File: config.mk
export PLATFORM = sky130hd
export DESIGN_NAME = hazard_unit_flat
export DESIGN_NICKNAME = d
export VERILOG_FILES = /design/src/rtl/hazard_unit_if.sv /design/src/rtl/hazard_unit.sv /design/src/flat_wrapper.sv
export SDC_FILE = /design/constraint.sdc
export NUM_CORES = 1
export LEC_CHECK = 0
export BUFFER_PORTS_ARGS = -buffer_cell sky130_fd_sc_hd__buf_4
export CORE_ASPECT_RATIO = 1.1
export CORE_MARGIN = 8
export CORE_UTILIZATION = 38
export CTS_BUF_LIST = sky130_fd_sc_hd__clkbuf_4 sky130_fd_sc_hd__clkbuf_8
export DETAILED_ROUTE_END_ITERATION = 8
export GPL_ROUTABILITY_DRIVEN = 0
export MAX_ROUTING_LAYER = met4
export SYNTH_ARGS = -nofsm -noshare
export SYNTH_HDL_FRONTEND = slang
export SYNTH_SLANG_ARGS = --single-unit
File: constraint.sdc
create_clock -name clk -period 3.2 [get_ports clk]
set_clock_uncertainty 0.2 [all_clocks]
set_input_delay 0.16 -clock clk [delete_from_list [all_inputs] [get_ports clk]]
set_output_delay 0.16 -clock clk [all_outputs]
set_load 0.01 [all_outputs]
File: src/rtl/hazard_unit_if.sv
// Hazard-unit bus: decode-stage fields and execute-stage redirect in,
// pipeline stall/flush/forward controls and event counters out.
interface hazard_unit_if #(
    parameter int unsigned CNT_W = 16
);
    // Decode-stage instruction fields
    logic [4:0]       rs1d;
    logic [4:0]       rs2d;
    logic [4:0]       rdd;
    logic             regwrited;
    logic [1:0]       resultsrcd;
    // Execute-stage redirect and counter control
    logic             pcsrce;
    logic             cnt_clr;
    // Pipeline controls
    logic             stallf;
    logic             stalld;
    logic             flushd;
    logic             flushe;
    logic [1:0]       forwardae;
    logic [1:0]       forwardbe;
    // Performance counters
    logic [CNT_W-1:0] stall_cnt;
    logic [CNT_W-1:0] flush_cnt;

    // Pipeline side: supplies instruction fields, consumes controls
    modport master (
        output rs1d, rs2d, rdd, regwrited, resultsrcd, pcsrce, cnt_clr,
        input  stallf, stalld, flushd, flushe, forwardae, forwardbe,
        input  stall_cnt, flush_cnt
    );

    // Hazard unit side
    modport slave (
        input  rs1d, rs2d, rdd, regwrited, resultsrcd, pcsrce, cnt_clr,
        output stallf, stalld, flushd, flushe, forwardae, forwardbe,
        output stall_cnt, flush_cnt
    );
endinterface

File: src/rtl/hazard_unit.sv
// Pipeline hazard controller for the five-stage core. Tracks in-flight
// destinations in a private E/M/W shadow scoreboard that advances with the
// pipeline registers, and derives load-use stalls, control flushes and
// execute-stage forwarding selects from it. Also counts stall/flush cycles.
module hazard_unit #(
    parameter int unsigned CNT_W = 16
) (
    input logic        clk,
    input logic        rst_n,
    hazard_unit_if.slave hz
);

    localparam logic [4:0] RegX0   = 5'd0;
    localparam logic [1:0] SrcLoad = 2'b01;

    localparam logic [1:0] FwdRf = 2'b00;
    localparam logic [1:0] FwdW  = 2'b01;
    localparam logic [1:0] FwdM  = 2'b10;

    // ------------------------------------------------------------------
    // Shadow scoreboard. Only E keeps sources and the load flag; M and W
    // only need destination and write enable for forwarding decisions.
    // ------------------------------------------------------------------
    logic [4:0] e_rs1_q, e_rs1_d;
    logic [4:0] e_rs2_q, e_rs2_d;
    logic [4:0] e_rd_q, e_rd_d;
    logic       e_regwrite_q, e_regwrite_d;
    logic       e_isload_q, e_isload_d;

    logic [4:0] m_rd_q, m_rd_d;
    logic       m_regwrite_q, m_regwrite_d;

    logic [4:0] w_rd_q, w_rd_d;
    logic       w_regwrite_q, w_regwrite_d;

    logic [CNT_W-1:0] stall_cnt_q, stall_cnt_d;
    logic [CNT_W-1:0] flush_cnt_q, flush_cnt_d;

    logic lwstall;
    logic stall_evt;
    logic flushe;

    // Hazard detection and stall/flush controls; a redirect overrides a
    // (nominally impossible) simultaneous load-use stall.
    always_comb begin
        lwstall   = e_isload_q && (e_rd_q != RegX0) &&
                    ((e_rd_q == hz.rs1d) || (e_rd_q == hz.rs2d));
        stall_evt = lwstall && !hz.pcsrce;
        flushe    = lwstall || hz.pcsrce;

        hz.stallf = stall_evt;
        hz.stalld = stall_evt;
        hz.flushd = hz.pcsrce;
        hz.flushe = flushe;
    end

    // Forwarding selects for both execute operands; M beats W, x0 never forwards.
    always_comb begin
        hz.forwardae = FwdRf;
        hz.forwardbe = FwdRf;

        if (m_regwrite_q && (m_rd_q != RegX0) && (m_rd_q == e_rs1_q)) begin
            hz.forwardae = FwdM;
        end else if (w_regwrite_q && (w_rd_q != RegX0) && (w_rd_q == e_rs1_q)) begin
            hz.forwardae = FwdW;
        end

        if (m_regwrite_q && (m_rd_q != RegX0) && (m_rd_q == e_rs2_q)) begin
            hz.forwardbe = FwdM;
        end else if (w_regwrite_q && (w_rd_q != RegX0) && (w_rd_q == e_rs2_q)) begin
            hz.forwardbe = FwdW;
        end
    end

    // Next shadow state: E takes the decode instruction or a bubble, M/W shift.
    always_comb begin
        e_rs1_d      = hz.rs1d;
        e_rs2_d      = hz.rs2d;
        e_rd_d       = hz.rdd;
        e_regwrite_d = hz.regwrited;
        e_isload_d   = (hz.resultsrcd == SrcLoad);

        if (flushe) begin
            e_rs1_d      = RegX0;
            e_rs2_d      = RegX0;
            e_rd_d       = RegX0;
            e_regwrite_d = 1'b0;
            e_isload_d   = 1'b0;
        end

        m_rd_d       = e_rd_q;
        m_regwrite_d = e_regwrite_q;
        w_rd_d       = m_rd_q;
        w_regwrite_d = m_regwrite_q;
    end

    // Next counter values: clear wins, otherwise saturating increment.
    always_comb begin
        stall_cnt_d = stall_cnt_q;
        flush_cnt_d = flush_cnt_q;

        if (hz.cnt_clr) begin
            stall_cnt_d = '0;
            flush_cnt_d = '0;
        end else begin
            if (stall_evt && (stall_cnt_q != '1)) begin
                stall_cnt_d = stall_cnt_q + CNT_W'(1);
            end
            if (hz.pcsrce && (flush_cnt_q != '1)) begin
                flush_cnt_d = flush_cnt_q + CNT_W'(1);
            end
        end
    end

    // Shadow scoreboard registers.
    always_ff @(posedge clk or negedge rst_n) begin
        if (!rst_n) begin
            e_rs1_q      <= '0;
            e_rs2_q      <= '0;
            e_rd_q       <= '0;
            e_regwrite_q <= 1'b0;
            e_isload_q   <= 1'b0;
            m_rd_q       <= '0;
            m_regwrite_q <= 1'b0;
            w_rd_q       <= '0;
            w_regwrite_q <= 1'b0;
        end else begin
            e_rs1_q      <= e_rs1_d;
            e_rs2_q      <= e_rs2_d;
            e_rd_q       <= e_rd_d;
            e_regwrite_q <= e_regwrite_d;
            e_isload_q   <= e_isload_d;
            m_rd_q       <= m_rd_d;
            m_regwrite_q <= m_regwrite_d;
            w_rd_q       <= w_rd_d;
            w_regwrite_q <= w_regwrite_d;
        end
    end

    // Event counter registers.
    always_ff @(posedge clk or negedge rst_n) begin
        if (!rst_n) begin
            stall_cnt_q <= '0;
            flush_cnt_q <= '0;
        end else begin
            stall_cnt_q <= stall_cnt_d;
            flush_cnt_q <= flush_cnt_d;
        end
    end

    // Counter outputs.
    always_comb begin
        hz.stall_cnt = stall_cnt_q;
        hz.flush_cnt = flush_cnt_q;
    end

endmodule

File: src/flat_wrapper.sv
// flat-port wrapper written by rule: the top's interface ports become plain ports
module hazard_unit_flat 
#(
    parameter int unsigned CNT_W = 16
)
  (clk, rst_n, hz_rs1d, hz_rs2d, hz_rdd, hz_regwrited, hz_resultsrcd, hz_pcsrce, hz_cnt_clr, hz_stallf, hz_stalld, hz_flushd, hz_flushe, hz_forwardae, hz_forwardbe, hz_stall_cnt, hz_flush_cnt);
  hazard_unit_if #(.CNT_W(CNT_W)) hz_i ();
  input logic clk;
  input logic rst_n;
  input wire logic [$bits(hz_i.rs1d)-1:0] hz_rs1d;
  input wire logic [$bits(hz_i.rs2d)-1:0] hz_rs2d;
  input wire logic [$bits(hz_i.rdd)-1:0] hz_rdd;
  input wire logic [$bits(hz_i.regwrited)-1:0] hz_regwrited;
  input wire logic [$bits(hz_i.resultsrcd)-1:0] hz_resultsrcd;
  input wire logic [$bits(hz_i.pcsrce)-1:0] hz_pcsrce;
  input wire logic [$bits(hz_i.cnt_clr)-1:0] hz_cnt_clr;
  output wire logic [$bits(hz_i.stallf)-1:0] hz_stallf;
  output wire logic [$bits(hz_i.stalld)-1:0] hz_stalld;
  output wire logic [$bits(hz_i.flushd)-1:0] hz_flushd;
  output wire logic [$bits(hz_i.flushe)-1:0] hz_flushe;
  output wire logic [$bits(hz_i.forwardae)-1:0] hz_forwardae;
  output wire logic [$bits(hz_i.forwardbe)-1:0] hz_forwardbe;
  output wire logic [$bits(hz_i.stall_cnt)-1:0] hz_stall_cnt;
  output wire logic [$bits(hz_i.flush_cnt)-1:0] hz_flush_cnt;
  assign hz_i.rs1d = hz_rs1d;
  assign hz_i.rs2d = hz_rs2d;
  assign hz_i.rdd = hz_rdd;
  assign hz_i.regwrited = hz_regwrited;
  assign hz_i.resultsrcd = hz_resultsrcd;
  assign hz_i.pcsrce = hz_pcsrce;
  assign hz_i.cnt_clr = hz_cnt_clr;
  assign hz_stallf = hz_i.stallf;
  assign hz_stalld = hz_i.stalld;
  assign hz_flushd = hz_i.flushd;
  assign hz_flushe = hz_i.flushe;
  assign hz_forwardae = hz_i.forwardae;
  assign hz_forwardbe = hz_i.forwardbe;
  assign hz_stall_cnt = hz_i.stall_cnt;
  assign hz_flush_cnt = hz_i.flush_cnt;
  hazard_unit #(.CNT_W(CNT_W)) u_core (.clk(clk), .rst_n(rst_n), .hz(hz_i));
endmodule
==> metrics.md <==
| Metric | Value |
|---|---|
| Status | `completed` |
| Die width | `100 µm` |
| CP max stage cell | `or4_1` |
| Met1 usage | `0.175` |
| Initial DRC count | `49` |
| Reg clk slew, reported paths | `0.06 ns` |
| Root Driver | `clkbuf_8` |
| Synthesis-stage register bit count | `61` |
| Crit Path Max Fanout | `4` |
| Total grt overflow | `0` |
| Synth warn | `0` |
| Die area | `10800 µm²` |
| Clock Sinks | `61` |
| Ports | `62` |
| DRC | `0` |
| CTS Buf Count | `9` |
| Drt pass-1 iters | `4` |
| Layout cell share with drive strength beyond 1 | `0.243` |
| Largest family of logic cells by synthesized area | `simple AND/OR/NAND/NOR gates` |
| First-pass GRT wire length | `11.6 mm` |
| Fin nets | `381` |
| Min Tclk post-route | `2.56 ns` |
| Crit-path most repeated cell | `nor4_1` |
| IO Port Bufs | `61` |
| Post-Syn Nets | `298` |
| Clk Latency, worst-skew pair | `0.34 ns` |
| Max Root-Sink Buffers | `2` |
| Vias in the first global route | `2359` |
| CP Launch Point | `u_core.m_rd_q[0]` |
| Slew margin rel. | `0.493` |
| Register area share after synthesis | `0.518` |
| Core area | `7470 µm²` |
| Syn-to-layout area delta | `32.5%` |
| Antenna cells | `0` |
| Initial core utilization | `0.395` |
| Crit path launch type | `flip-flop` |
| Setup TNS | `0 ns` |
| Met2 usage | `0.213` |
| Data required time of the critical path | `2.84 ns` |
| WS Path Type | `flip-flop to output pin` |
| Fin. max-slew vios | `0` |
| Leak pwr | `1.83 nW` |
| Cells along the critical path | `or4_1 > o21ai_0 > nor4_1 > nor4_1 > buf_4` |
| Post-Syn Area | `2950 µm²` |
| Post-synthesis xor/xnor area fraction | `0.154` |
| Per-cell routed wire length | `14.8 µm` |
| Std-Cell Rows | `33` |
| Max-cap violations | `0` |
| Mapped Cells | `274` |
| Met3 GRT Util | `0.0431` |
| Via count | `2205` |
| TritonCTS clock tree | `done` |
| Crit share post-route | `0.800` |
| RSZ-0062 raised after global routing | `no` |
| Highest Clock Rate | `0.391 GHz` |
| Post-synthesis mux area share | `0.0110` |
| Die H | `108 µm` |
| Largest net degree at the start of global routing | `62` |
| Gr usage total | `0.142` |
| Gr busiest metal | `met2` |
| Syn Area/Cell | `10.8 µm²` |
| Compound-cell area share of the yosys netlist | `0.0522` |
| Setup violations, final | `0` |
| Cell Pwr Density | `432 nW/µm²` |
| Final std cells w/o fill | `467` |
| Worst r2r src | `u_core.e_rd_q[0]` |
| Initial antenna violation count | `0` |
| CTS H-tree depth | `3` |
| Worst path max stage delay | `0.54 ns` |
| Final Hold Viols | `0` |
| Worst Tran Pin Value | `0.760 ns` |
| Setup crit end kind | `output pin` |
| HPWL after detailed placement | `5.03 mm` |
| Post-synthesis adder-cell area fraction | `0.00849` |
| Yosys cell types | `42` |
| Placed cell count | `432` |
| Min-delay src | `hz_cnt_clr` |
| Via/cell ratio | `4.72` |
| Worst hold path class | `input pin to flip-flop` |
| Synth Area in Simple Gates | `0.235` |
| Post-route ant nets | `0` |
| Critical path data arrival time | `2.20 ns` |
| Postcts setup bufs | `0` |
| Post-Route WL | `6.92 mm` |
| VDD IR max | `246 µV` |
[cells in the final DEF, fill, tap and decap left out, types with 3 or more instances in the layout]
cell           netlist  routed
buf_4                2      62
dfrtp_1             61      61
xor2_1              36      36
nor2_1              31      31
and2_1              19      19
dlygate4sd3_1        0      19
xnor2_1             16      16
nand3_1             13      13
nand2_1             12      12
clkbuf_8             0      12
nand4_1              8       8
or4_1                6       6
nor3_1               5       5
inv_1                5       5
o21ai_0              5       5
nor4_1               5       5
and4_1               5       5
a21oi_1              4       4
and3_1               3       3
[logic make-up (layout without fill, tap and decap cells)]
group           after synthesis  count (layout)
flops                        61              61
buf+inv                      14             102
mux                           3               3
simple gates                122             122
fa+ha+maj                     2               2
compound gates               20              20
xor+xnor                     52              52
[power breakdown]
part           total (W)  switching, W  leakage (nW)  internal [W]
registers       0.000817     0.0000239         0.820      0.000793
logic           0.000144     0.0000704         0.896     0.0000731
clock network   0.000727      0.000296         0.109      0.000431
total            0.00169      0.000390          1.83       0.00130
[Yosys cell counts]
| cell type | number | area (µm²) |
|---|---|---|
| o21ai_1 | 1 | 5.00 |
| clkbuf_1 | 4 | 15.0 |
| buf_1 | 1 | 3.75 |
| and4_1 | 5 | 43.8 |
| nand4b_1 | 1 | 8.76 |
| or3_1 | 2 | 12.5 |
| a41oi_2 | 1 | 16.3 |
| o211a_1 | 1 | 10.0 |
| nor3_4 | 1 | 16.3 |
| nor2_4 | 2 | 22.5 |
| nor3_1 | 5 | 25.0 |
| a21oi_2 | 2 | 17.5 |
| o31ai_4 | 1 | 21.3 |
| nor4b_1 | 2 | 17.5 |
| dfrtp_1 | 61 | 1530 |
| buf_2 | 2 | 10.0 |
| nand3_1 | 13 | 65.1 |
| a41oi_1 | 1 | 8.76 |
| xnor2_1 | 16 | 140 |
| or4_1 | 6 | 45.0 |
| inv_1 | 5 | 18.8 |
| o31ai_1 | 1 | 7.51 |
| and2_1 | 19 | 119 |
| and2_2 | 1 | 7.51 |
| nand2_1 | 12 | 45.0 |
| mux2_1 | 2 | 22.5 |
| xor2_1 | 36 | 315 |
| a22oi_1 | 1 | 7.51 |
| a21oi_1 | 4 | 20.0 |
| ha_1 | 2 | 25.0 |
| a21o_1 | 2 | 15.0 |
| and3_1 | 3 | 18.8 |
| nor3b_1 | 2 | 15.0 |
| and3_4 | 1 | 11.3 |
| buf_4 | 2 | 15.0 |
| nor2_1 | 31 | 116 |
| mux2i_1 | 1 | 10.0 |
| nor2b_1 | 2 | 12.5 |
| nor3_2 | 1 | 10.0 |
| nor4_1 | 5 | 31.3 |
| nand4_1 | 8 | 50.1 |
| o21ai_0 | 5 | 25.0 |
[metal layers]
| metal | routed length, µm | share of wire | vias to the layer above |
|---|---|---|---|
| met3 | 241 | 0.035 | 7 |
| li1 | - | - | 1102 |
| met5 | 0 | 0 | - |
| met1 | 3320 | 0.48 | 1058 |
| met4 | 94 | 0.014 | 0 |
| met2 | 3260 | 0.47 | 38 |
[final timing paths]
path	cells after the start	slack (ns)	to
worst max-delay path	5	0.64	hz_forwardbe[0]
worst min-delay path	2	0.03	u_core.hz.stall_cnt[0]
worst max register to register	5	0.74	u_core.e_isload_q
worst min register to register	0	0.16	u_core.m_regwrite_q
max in group asynchronous	2	2.06	u_core.hz.stall_cnt[1]
min in group asynchronous	2	0.25	u_core.e_rd_q[0]
[state kept, by name (all words and copies together) (netlist names), 5 cells and up]
signal / count
u_core.e_rs2_q: 5
u_core.hz.stall_cnt: 16
u_core.m_rd_q: 5
u_core.e_rd_q: 5
u_core.w_rd_q: 5
u_core.e_rs1_q: 5
u_core.hz.flush_cnt: 16
[final cells by class]
cell class                 instances  area (µm²)
inverter                           5        18.8
multi-input combinational        199        1360
clock inverter                     3        42.5
sequential                        61        1530
clock buffer                      13         173
fill                             681        3570
tap                              105         131
timing repair buffer              81         656
[worst max-delay path: cells and delay by family (launching register included)]
family | cells | cell delay [ns]
flip-flops | 1 | 0.44
AO/OA/AOI/OAI | 1 | 0.30
buffers and inverters | 1 | 0.17
AND/OR/NAND/NOR | 3 | 0.96
[per-stage QoR]
| step | cell area (µm²) | setup slack [ns] | power [W] | utilization | hold slack (ns) |
|---|---|---|---|---|---|
| after floorplan | 2950 | 1.09 | 0.000894 | - | -0.336 |
| after global placement | 3500 | 0.913 | 0.000958 | 0.469 | 0.0907 |
| after detailed placement | 3500 | 0.840 | 0.000960 | 0.469 | 0.0906 |
| after CTS | 3910 | 0.555 | 0.00171 | 0.523 | 0.0148 |
| after global routing | 3910 | 0.414 | 0.00176 | 0.523 | 0.0343 |
| final | 3910 | 0.641 | 0.00169 | 0.523 | 0.0335 |
[repair_timing]
action / CTS / global route
endpoints found under the hold margin: 78 / 0
hold buffers: 19 / 0
endpoints found under the setup margin: 0 / 0
resized for setup: 0 / 0
(Power assumes the default switching activity.)
